<file path="config.mk">
export PLATFORM = sky130hd
export DESIGN_NAME = display_msg_scheduler
export DESIGN_NICKNAME = d
export VERILOG_FILES = /design/src/rtl/display_msg_scheduler.sv
export SDC_FILE = /design/constraint.sdc
export NUM_CORES = 1
export LEC_CHECK = 0
export CORE_MARGIN = 5
export CORE_UTILIZATION = 60
export CTS_CLUSTER_DIAMETER = 120
export DETAILED_ROUTE_END_ITERATION = 6
export DONT_BUFFER_PORTS = 1
export PLACE_DENSITY = 0.84
export SKIP_LAST_GASP = 1
export SYNTH_ARGS = -nofsm -noshare
export SYNTH_HDL_FRONTEND = slang
export SYNTH_SLANG_ARGS = --single-unit
export TNS_END_PERCENT = 30
</file>
<file path="constraint.sdc">
create_clock -name clk -period 2.4 [get_ports clk]
set_input_delay 0.6 -clock clk [delete_from_list [all_inputs] [get_ports clk]]
set_output_delay 0.6 -clock clk [all_outputs]
set_load 0.005 [all_outputs]
</file>
<file path="src/rtl/display_msg_scheduler.sv">
// display_msg_scheduler
// Chooses which text message the seven-segment driver shows: the password
// prompt, or one of the transient messages ok / err / tmo. Event pulses are
// latched into a one-deep-per-type pending mask. The transient messages are
// prioritised err > tmo > ok, and any transient beats the password prompt.
// Each transient stays on screen for HOLD_SECS seconds unless it is acked,
// preempted or cleared. All outputs are registered and are computed from the
// next-state values, so they follow the causing input by one clock.
//
// Type vectors are one-hot, laid out as {err, tmo, ok}. With this layout the
// bit position is also the priority, so a larger numeric value always means
// a higher-priority type.

module display_msg_scheduler #(
  parameter int HOLD_SECS = 3,
  parameter int CNT_W     = 4
) (
  input  logic       clk,
  input  logic       reset_n,
  input  logic       tick_1s,
  input  logic       req_pwd,
  input  logic       evt_ok,
  input  logic       evt_err,
  input  logic       evt_tmo,
  input  logic       ack,
  input  logic       clear,
  output logic       show_pwd,
  output logic       show_ok,
  output logic       show_err,
  output logic       show_tmo,
  output logic [2:0] msg_code,
  output logic       busy
);

  typedef enum logic [1:0] {
    ST_IDLE = 2'd0,
    ST_PWD  = 2'd1,
    ST_SHOW = 2'd2
  } state_t;

  localparam logic [CNT_W-1:0] LAST_CNT = CNT_W'(HOLD_SECS - 1);

  state_t           state_reg, state_next;
  logic [2:0]       cur_reg, cur_next;      // one-hot type being shown
  logic [2:0]       pend_reg, pend_next;    // pending types, never holds cur
  logic [CNT_W-1:0] cnt_reg, cnt_next;      // whole seconds already shown

  logic [2:0]       new_evt;
  logic [2:0]       cand;
  logic [2:0]       cand_top;
  logic [2:0]       new_top;
  logic             expire;
  state_t           rest_state;

  // Keep only the highest-priority bit of a type vector.
  function automatic logic [2:0] top_bit(input logic [2:0] v);
    logic [2:0] r;
    if (v[2])      r = 3'b100;
    else if (v[1]) r = 3'b010;
    else if (v[0]) r = 3'b001;
    else           r = 3'b000;
    return r;
  endfunction

  // Event capture and the values the selection logic works from.
  always_comb begin
    new_evt    = {evt_err, evt_tmo, evt_ok};
    cand       = pend_reg | new_evt;
    cand_top   = top_bit(cand);
    new_top    = top_bit(new_evt);
    // The hold ends on the tick that would bring the count to HOLD_SECS.
    expire     = ack | (tick_1s & (cnt_reg == LAST_CNT));
    rest_state = req_pwd ? ST_PWD : ST_IDLE;
  end

  // Next-state logic. Clear beats everything; expiry (timed or acked) beats
  // preemption, so a message whose time is up is dropped, not requeued.
  always_comb begin
    state_next = state_reg;
    cur_next   = cur_reg;
    pend_next  = pend_reg;
    cnt_next   = cnt_reg;

    if (clear) begin
      // Events arriving alongside clear are discarded on purpose.
      state_next = rest_state;
      cur_next   = 3'b000;
      pend_next  = 3'b000;
      cnt_next   = '0;
    end else if (state_reg != ST_SHOW || expire) begin
      // Entry from IDLE/PWD and the end of a hold share one selection rule.
      if (cand != 3'b000) begin
        state_next = ST_SHOW;
        cur_next   = cand_top;
        pend_next  = cand & ~cand_top;
        cnt_next   = '0;
      end else begin
        state_next = rest_state;
        cur_next   = 3'b000;
        pend_next  = 3'b000;
        cnt_next   = '0;
      end
    end else if (new_top > cur_reg) begin
      // Preemption: the interrupted message goes back into the pending set
      // and will get a fresh hold when it is shown again.
      cur_next  = new_top;
      pend_next = (pend_reg | new_evt | cur_reg) & ~new_top;
      cnt_next  = '0;
    end else begin
      // Lower-priority arrivals coalesce into pending; a repeat of the
      // current type restarts its hold and ignores a coincident tick.
      pend_next = (pend_reg | new_evt) & ~cur_reg;
      if ((new_evt & cur_reg) != 3'b000) begin
        cnt_next = '0;
      end else if (tick_1s) begin
        cnt_next = cnt_reg + CNT_W'(1);
      end
    end
  end

  // State registers.
  always_ff @(posedge clk or negedge reset_n) begin
    if (!reset_n) begin
      state_reg <= ST_IDLE;
      cur_reg   <= 3'b000;
      pend_reg  <= 3'b000;
      cnt_reg   <= '0;
    end else begin
      state_reg <= state_next;
      cur_reg   <= cur_next;
      pend_reg  <= pend_next;
      cnt_reg   <= cnt_next;
    end
  end

  // Registered driver outputs, decoded from the next state so the display
  // reacts on the edge right after the causing input.
  always_ff @(posedge clk or negedge reset_n) begin
    if (!reset_n) begin
      show_pwd <= 1'b0;
      show_ok  <= 1'b0;
      show_err <= 1'b0;
      show_tmo <= 1'b0;
      msg_code <= 3'd0;
      busy     <= 1'b0;
    end else begin
      show_pwd <= (state_next == ST_PWD);
      show_ok  <= (state_next == ST_SHOW) & cur_next[0];
      show_tmo <= (state_next == ST_SHOW) & cur_next[1];
      show_err <= (state_next == ST_SHOW) & cur_next[2];
      if (state_next == ST_PWD)       msg_code <= 3'd1;
      else if (state_next != ST_SHOW) msg_code <= 3'd0;
      else if (cur_next[2])           msg_code <= 3'd3;
      else if (cur_next[1])           msg_code <= 3'd4;
      else                            msg_code <= 3'd2;
      busy <= (state_next == ST_SHOW) | (pend_next != 3'b000);
    end
  end

endmodule

</file>
==> results.sh, run 1 <==
export IMPL_io_pins=17
export IMPL_first_pass_iters=4
export IMPL_placed_area_mm2=0.00105
export IMPL_final_cell_mix="dfrtp_1 (20), nor2_1 (14), inv_1 (5), nand2_1 (5), ha_1 (5)"
export IMPL_synth_compound_area_share_pct=20.4
export IMPL_root_buffer="clkbuf_4"
export IMPL_period_needed_ns=2.00
export IMPL_postCtsSetupRepairBufs=0
export IMPL_wl_um=1910
export IMPL_internal_power_mw=0.567
export IMPL_p_seq_share_pct=49.9
export IMPL_fp_dieArea_mm2=0.00266
export IMPL_grt_usage_pct=16.4
export IMPL_vdd_drop_max_mv=0.390
export IMPL_post_drt_wl_per_cell_um=16.4
export IMPL_switching_share_pct=23.4
export IMPL_tns_ns=0
export IMPL_rows=15
export IMPL_ant_nets=0
export IMPL_largest_register_ff_count=4
export IMPL_synth_top_area_share_pct=48.3
export IMPL_min_from="clear"
export IMPL_worst_path_max_fanout=16
export IMPL_final_max_slew_viol_count=0
export IMPL_cts_made_buffers=3
export IMPL_grt_ovfl_total=0
export IMPL_worstRegToRegCells=7
export IMPL_arrival_ns=2.20
export IMPL_utilization_pct=65.7
export IMPL_grt_pass1_vias=723
export IMPL_hp_class="input pin to flip-flop"
export IMPL_finalInstanceArea_mm2=0.00111
export IMPL_path_cells="inv_1 -> ha_1 -> nand2_1 -> o311ai_4 -> o211ai_1 -> o21a_1 -> and2_1"
export IMPL_finish_net_count=115
export IMPL_port_buffers=0
export IMPL_cts_sinks=20
export IMPL_fillCellCount=119
export IMPL_yosysTopAreaCell="dfrtp_1"
export IMPL_combPwrFrac_pct=13.2
export IMPL_r2r_end="msg_code[1]"
export IMPL_critPathSlowestCell="o311ai_4"
export IMPL_synth_mux_area_share_pct=0.965
export IMPL_synth_top_family_by_area="compound AO/OA/AOI/OAI gates"
export IMPL_timing_fmax_mhz=501
export IMPL_skew_ns=0.00624
export IMPL_design_core_area_mm2=0.00169
export IMPL_synth_ff_type="dfrtp_1"
export IMPL_tritoncts="built"
export IMPL_synth_edf_count=0
export IMPL_synth_area_leaders="dfrtp_1 (48%), ha_1 (6.0%), nor2_1 (5.1%)"
export IMPL_cpPeakStageDelay_ns=0.56
export IMPL_min_path_cells=1
export IMPL_grt_pass1_wl_um=3200
export IMPL_max_cap_viol_count=0
export IMPL_worstSetupPathType="flip-flop to flip-flop"
export IMPL_syn_inst=97
export IMPL_synth_nets=111
export IMPL_start_util_pct=61.4
export IMPL_drt_initial_drc_count=9
export IMPL_regToRegSetupSlack_ns=0.40
export IMPL_gp_congestion=0.866
export IMPL_synth_xor_xnor_area_share_pct=2.53
export IMPL_dr_total_vias=738
export IMPL_clock_path_buffers=2
export IMPL_ys_warnings_count=0
export IMPL_grt_max_degree=21
export IMPL_antenna_cells=0
export IMPL_chipHeight_um=51.6
export IMPL_synth_cell_types=40
export IMPL_hold_end="pend_reg[2]"
export IMPL_htreeDepth=1
export IMPL_fin_crit_sh_pct=83.2
export IMPL_hold_viol=0
export IMPL_clkTransAtPathRegs_ns=0.12
export IMPL_synth_simple_area_share_pct=18.9
export IMPL_vias_per_cell=6.31
export IMPL_area_growth_pct=7.00
export IMPL_ys_seq_area_share_pct=48.3
export IMPL_start_kind="flip-flop"
export IMPL_hpwl_um=1440
export IMPL_status="complete, no violations"
export IMPL_power_leakage_nw=0.475
export IMPL_synthAdderAreaFrac_pct=6.03
export IMPL_rsz0062_at_grt="no"
export IMPL_syn_mean_instance_area_um2=10.7
export IMPL_cp_required_ns=2.60
export IMPL_clk_latency_ns=0.30
export IMPL_yosys_register_bits=20
export IMPL_drc_errors=0
export IMPL_die_w_um=51.6
export IMPL_syn_area_mm2=0.00104
export IMPL_end_kind="flip-flop"
export IMPL_power_density_mw_per_mm2=666
export IMPL_layout_commonest_cell="dfrtp_1"
export IMPL_pwr_share_clk_pct=36.9
export IMPL_antenna_found_initial=0
export IMPL_switching_power_mw=0.173
export IMPL_drive_gt1_share_pct=14.0
export IMPL_r2r_start="cnt_reg[0]"
export IMPL_setup_violations=0
export IMPL_ys_async_sr_fraction_pct=100
export IMPL_tightest_slew_ns=0.875
export IMPL_relSlewSlack_pct=41.5
worst max-delay path by stage:
stage / cells past startpoint / to / from / slack [ns]
3_3_place_gp: 8 / msg_code[0] / evt_err / 0.17
5_1_grt: 7 / msg_code[1] / cnt_reg[0] / 0.25
4_1_cts: 7 / msg_code[1] / cnt_reg[0] / 0.40
6_report: 7 / msg_code[1] / cnt_reg[0] / 0.40
2_1_floorplan: 8 / pend_reg[2] / evt_err / 0.23
3_5_place_dp: 8 / msg_code[0] / evt_err / 0.11
kinds of logic after synthesis:
kind of cell               count (synthesis)
AOI/OAI and AO/OA                         24
xor gates and xnor gates                   3
adders and majority gates                  5
buffers and inverters                      7
DFF                                       20
muxes                                      1
and+or+nand+nor                           37
layout make-up:
type / instances / area, µm² / area share [%]
multi-input combinational: 70 / 507 / 45.7
clock buffer: 3 / 22.5 / 2.03
sequential: 20 / 500 / 45.1
tap: 17 / 21.3 / 1.92
timing repair buffer: 1 / 10.0 / 0.902
clock inverter: 1 / 30.0 / 2.71
inverter: 5 / 18.8 / 1.69
power by group through the flow:
stage                     Clock [mW]  Sequential, mW  Combinational (mW)
after floorplan                    0           0.372              0.0793
after global placement             0           0.376              0.0868
after detailed placement           0           0.376              0.0900
after CTS                      0.278           0.369              0.0979
after global routing           0.297           0.371               0.111
final                          0.273           0.369              0.0979
worst max-delay path: cells and delay by family, from the launching register on:
kind / cells / cell delay [ns]
flip-flops: 1 / 0.43
adder cells (fa/ha/maj): 1 / 0.14
AND/OR/NAND/NOR: 2 / 0.24
buffers and inverters: 1 / 0.07
AO/OA/AOI/OAI: 3 / 1.02
metrics by stage:
step           instances  worst slack [ns]  power [mW]  hold WS [ns]
2_1_floorplan         97             0.229       0.452         0.304
3_3_place_gp         112             0.173       0.462         0.305
3_5_place_dp         112             0.107       0.466         0.305
4_1_cts              117             0.400       0.745         0.332
5_1_grt              117             0.253       0.779         0.306
6_report             117             0.403       0.740         0.337
per-layer routing:
metal  track usage (%)  vias to the layer above  share of wire [%]
li1                  -                      357                  -
met1              18.6                      357                 43
met2              28.4                       20                 50
met3              4.58                        4                5.8
met4              7.86                        0                1.7
met5                 0                        -                  0
timing repair:
item | in CTS | in global routing
resized for setup | 0 | 0
endpoints found under the hold margin | 20 | 0
hold buffers | 1 | 0
synth_stat cells (2+ instances only):
library cell / number
dfrtp_1: 20
nor2_1: 14
ha_1: 5
inv_1: 5
nand2_1: 5
a21oi_1: 3
a31oi_1: 3
nor3_1: 3
a32o_1: 2
nand2b_1: 2
nand3_1: 2
nor2b_1: 2
o21ai_1: 2
or2_1: 2
xor2_1: 2
Power figures use the tool's default switching activity.
==> inputs of run 2 (changes only) <==
==> constraint.sdc (replaced) <==
create_clock -name clk -period 2.05 [get_ports clk]
set_input_delay 0.5125 -clock clk [delete_from_list [all_inputs] [get_ports clk]]
set_output_delay 0.5125 -clock clk [all_outputs]
set_load 0.005 [all_outputs]
==> run 2 against run 1 <==
  * Die area unchanged
  * Non-clock buffer count increased by 5
  * Critical path depth unchanged
  * Global-route usage grew 0.42 points
  * Register-to-register slack got worse by 0.27 ns
  * Flip-flop and latch count stayed put
  * Clock skew about the same
  * Final cell count grew 4.3%
  * Largest power group unchanged
  * Sequential share of layout area down 2.2 points
  * Sequential power up 17%
  * Hold slack worse by 0.082 ns
  * Critical path type unchanged
  * First-iteration DRC count increased by 78%
==> results.sh, run 2 (same netlist as run 1, synthesis figures left out) <==
export IMPL_tns_ns=0
export IMPL_antenna_found_initial=0
export IMPL_gp_congestion=0.867
export IMPL_utilization_pct=69.1
export IMPL_status="complete, no violations"
export IMPL_die_w_um=51.6
export IMPL_worst_path_max_fanout=4
export IMPL_drc_errors=0
export IMPL_cp_required_ns=2.25
export IMPL_drive_gt1_share_pct=21.0
export IMPL_relSlewSlack_pct=42.9
export IMPL_fin_crit_sh_pct=93.4
export IMPL_rsz0062_at_grt="no"
export IMPL_power_density_mw_per_mm2=756
export IMPL_start_kind="flip-flop"
export IMPL_rows=15
export IMPL_max_cap_viol_count=0
export IMPL_start_util_pct=61.4
export IMPL_vias_per_cell=6.15
export IMPL_final_cells=122
export IMPL_grt_usage_pct=16.9
export IMPL_fp_dieArea_mm2=0.00266
export IMPL_grt_pass1_vias=764
export IMPL_worstSetupPathType="flip-flop to flip-flop"
export IMPL_cpPeakStageDelay_ns=0.42
export IMPL_tritoncts="built"
export IMPL_ant_nets=0
export IMPL_fin_total_pwr_mw=0.883
export IMPL_timing_fmax_mhz=522
export IMPL_grt_pass1_wl_um=3260
export IMPL_area_growth_pct=12.5
export IMPL_cts_made_buffers=3
export IMPL_port_buffers=0
export IMPL_critPathSlowestCell="dfrtp_1"
export IMPL_root_buffer="clkbuf_4"
export IMPL_hp_class="input pin to flip-flop"
export IMPL_chipHeight_um=51.6
export IMPL_setup_violations=0
export IMPL_clkTransAtPathRegs_ns=0.11
export IMPL_largest_register_ff_count=4
export IMPL_tightest_slew_ns=0.853
export IMPL_cp_buffers_inverters=2
export IMPL_path_cells="inv_2 -> ha_4 -> or2_1 -> a32oi_2 -> buf_4 -> o21ai_1 -> o41ai_2"
export IMPL_skew_ns=0.00581
export IMPL_cts_sinks=20
export IMPL_final_cell_mix="dfrtp_1 (20), nor2_1 (14), nand2_1 (5), buf_4 (5)"
export IMPL_critical_path_top_delay_family="compound AO/OA/AOI/OAI gates"
export IMPL_grt_ovfl_total=0
export IMPL_period_needed_ns=1.92
export IMPL_final_max_slew_viol_count=0
export IMPL_antenna_cells=0
export IMPL_power_leakage_nw=0.504
export IMPL_vdd_drop_max_mv=0.621
export IMPL_io_pins=17
export IMPL_dr_total_vias=750
export IMPL_first_pass_iters=5
export IMPL_place_inst=116
export IMPL_wl_um=1970
export IMPL_arrival_ns=2.11
export IMPL_htreeDepth=1
export IMPL_clk_latency_ns=0.30
export IMPL_grt_max_degree=21
export IMPL_hold_viol=0
export IMPL_design_core_area_mm2=0.00169
export IMPL_layout_commonest_cell="dfrtp_1"
export IMPL_post_drt_wl_per_cell_um=16.1
export IMPL_finish_net_count=120
export IMPL_drt_initial_drc_count=16
export IMPL_clock_path_buffers=2
export IMPL_hpwl_um=1500
export IMPL_end_kind="flip-flop"
-- run 2: per-stage QoR --
step	hold slack, ns	area [µm²]	setup WS, ns
after floorplan	0.217	1040	0.0153
final	0.255	1170	0.135
after global placement	0.217	1080	0.00754
after CTS	0.239	1140	0.0224
after detailed placement	0.217	1080	-0.0658
after global routing	0.224	1170	0.0241
-- run 2: worst paths after layout --
kind	start	end	slack (ns)	cells after the start
worst max-delay path	cur_reg[2]	pend_reg[0]	0.13	7
worst min-delay path	clear	pend_reg[2]	0.26	1
max in group asynchronous	reset_n	pend_reg[0]	0.77	1
min in group asynchronous	reset_n	pend_reg[2]	0.75	1
worst max register to register	cur_reg[2]	pend_reg[0]	0.13	7
worst min register to register	cur_reg[2]	pend_reg[2]	0.59	2
-- run 2: power breakdown --
| group | internal [mW] | leakage, nW | switching, mW |
|---|---|---|---|
| sequential | 0.416 | 0.263 | 0.0158 |
| clock | 0.198 | 0.0279 | 0.115 |
| combinational | 0.0666 | 0.213 | 0.0719 |
| total | 0.681 | 0.504 | 0.203 |
-- run 2: per-layer routing --
layer  wire [µm]  GRT usage, %  vias up
met4           9          2.62        0
li1            -             -      364
met1         813          19.9      350
met2         983          28.2       34
met3         161          8.31        2
met5           0             0        -
-- run 2: timing repair --
item / CTS / global route
hold buffers: 1 / 0
gates resized for setup: 0 / 3
setup buffers: 0 / 1
endpoints found under the setup margin: 0 / 5
hold endpoints to repair: 20 / 0
-- run 2: worst register-to-register path: cells and delay by family (launching register included) --
family / cells / cell delay [ns]
adder cells (fa/ha/maj): 1 / 0.21
buffers and inverters: 2 / 0.24
AND/OR/NAND/NOR: 1 / 0.26
flip-flops: 1 / 0.42
AO/OA/AOI/OAI: 3 / 0.69
-- run 2: area by class of cell --
class                   count  area (µm²)
clock buffers               3        22.5
multi-input cells          70         527
fillers                   122         522
well taps                  17        21.3
inverters                   5        18.8
clock inverters             1        30.0
flip-flops and latches     20         500
repair buffers              6        47.5
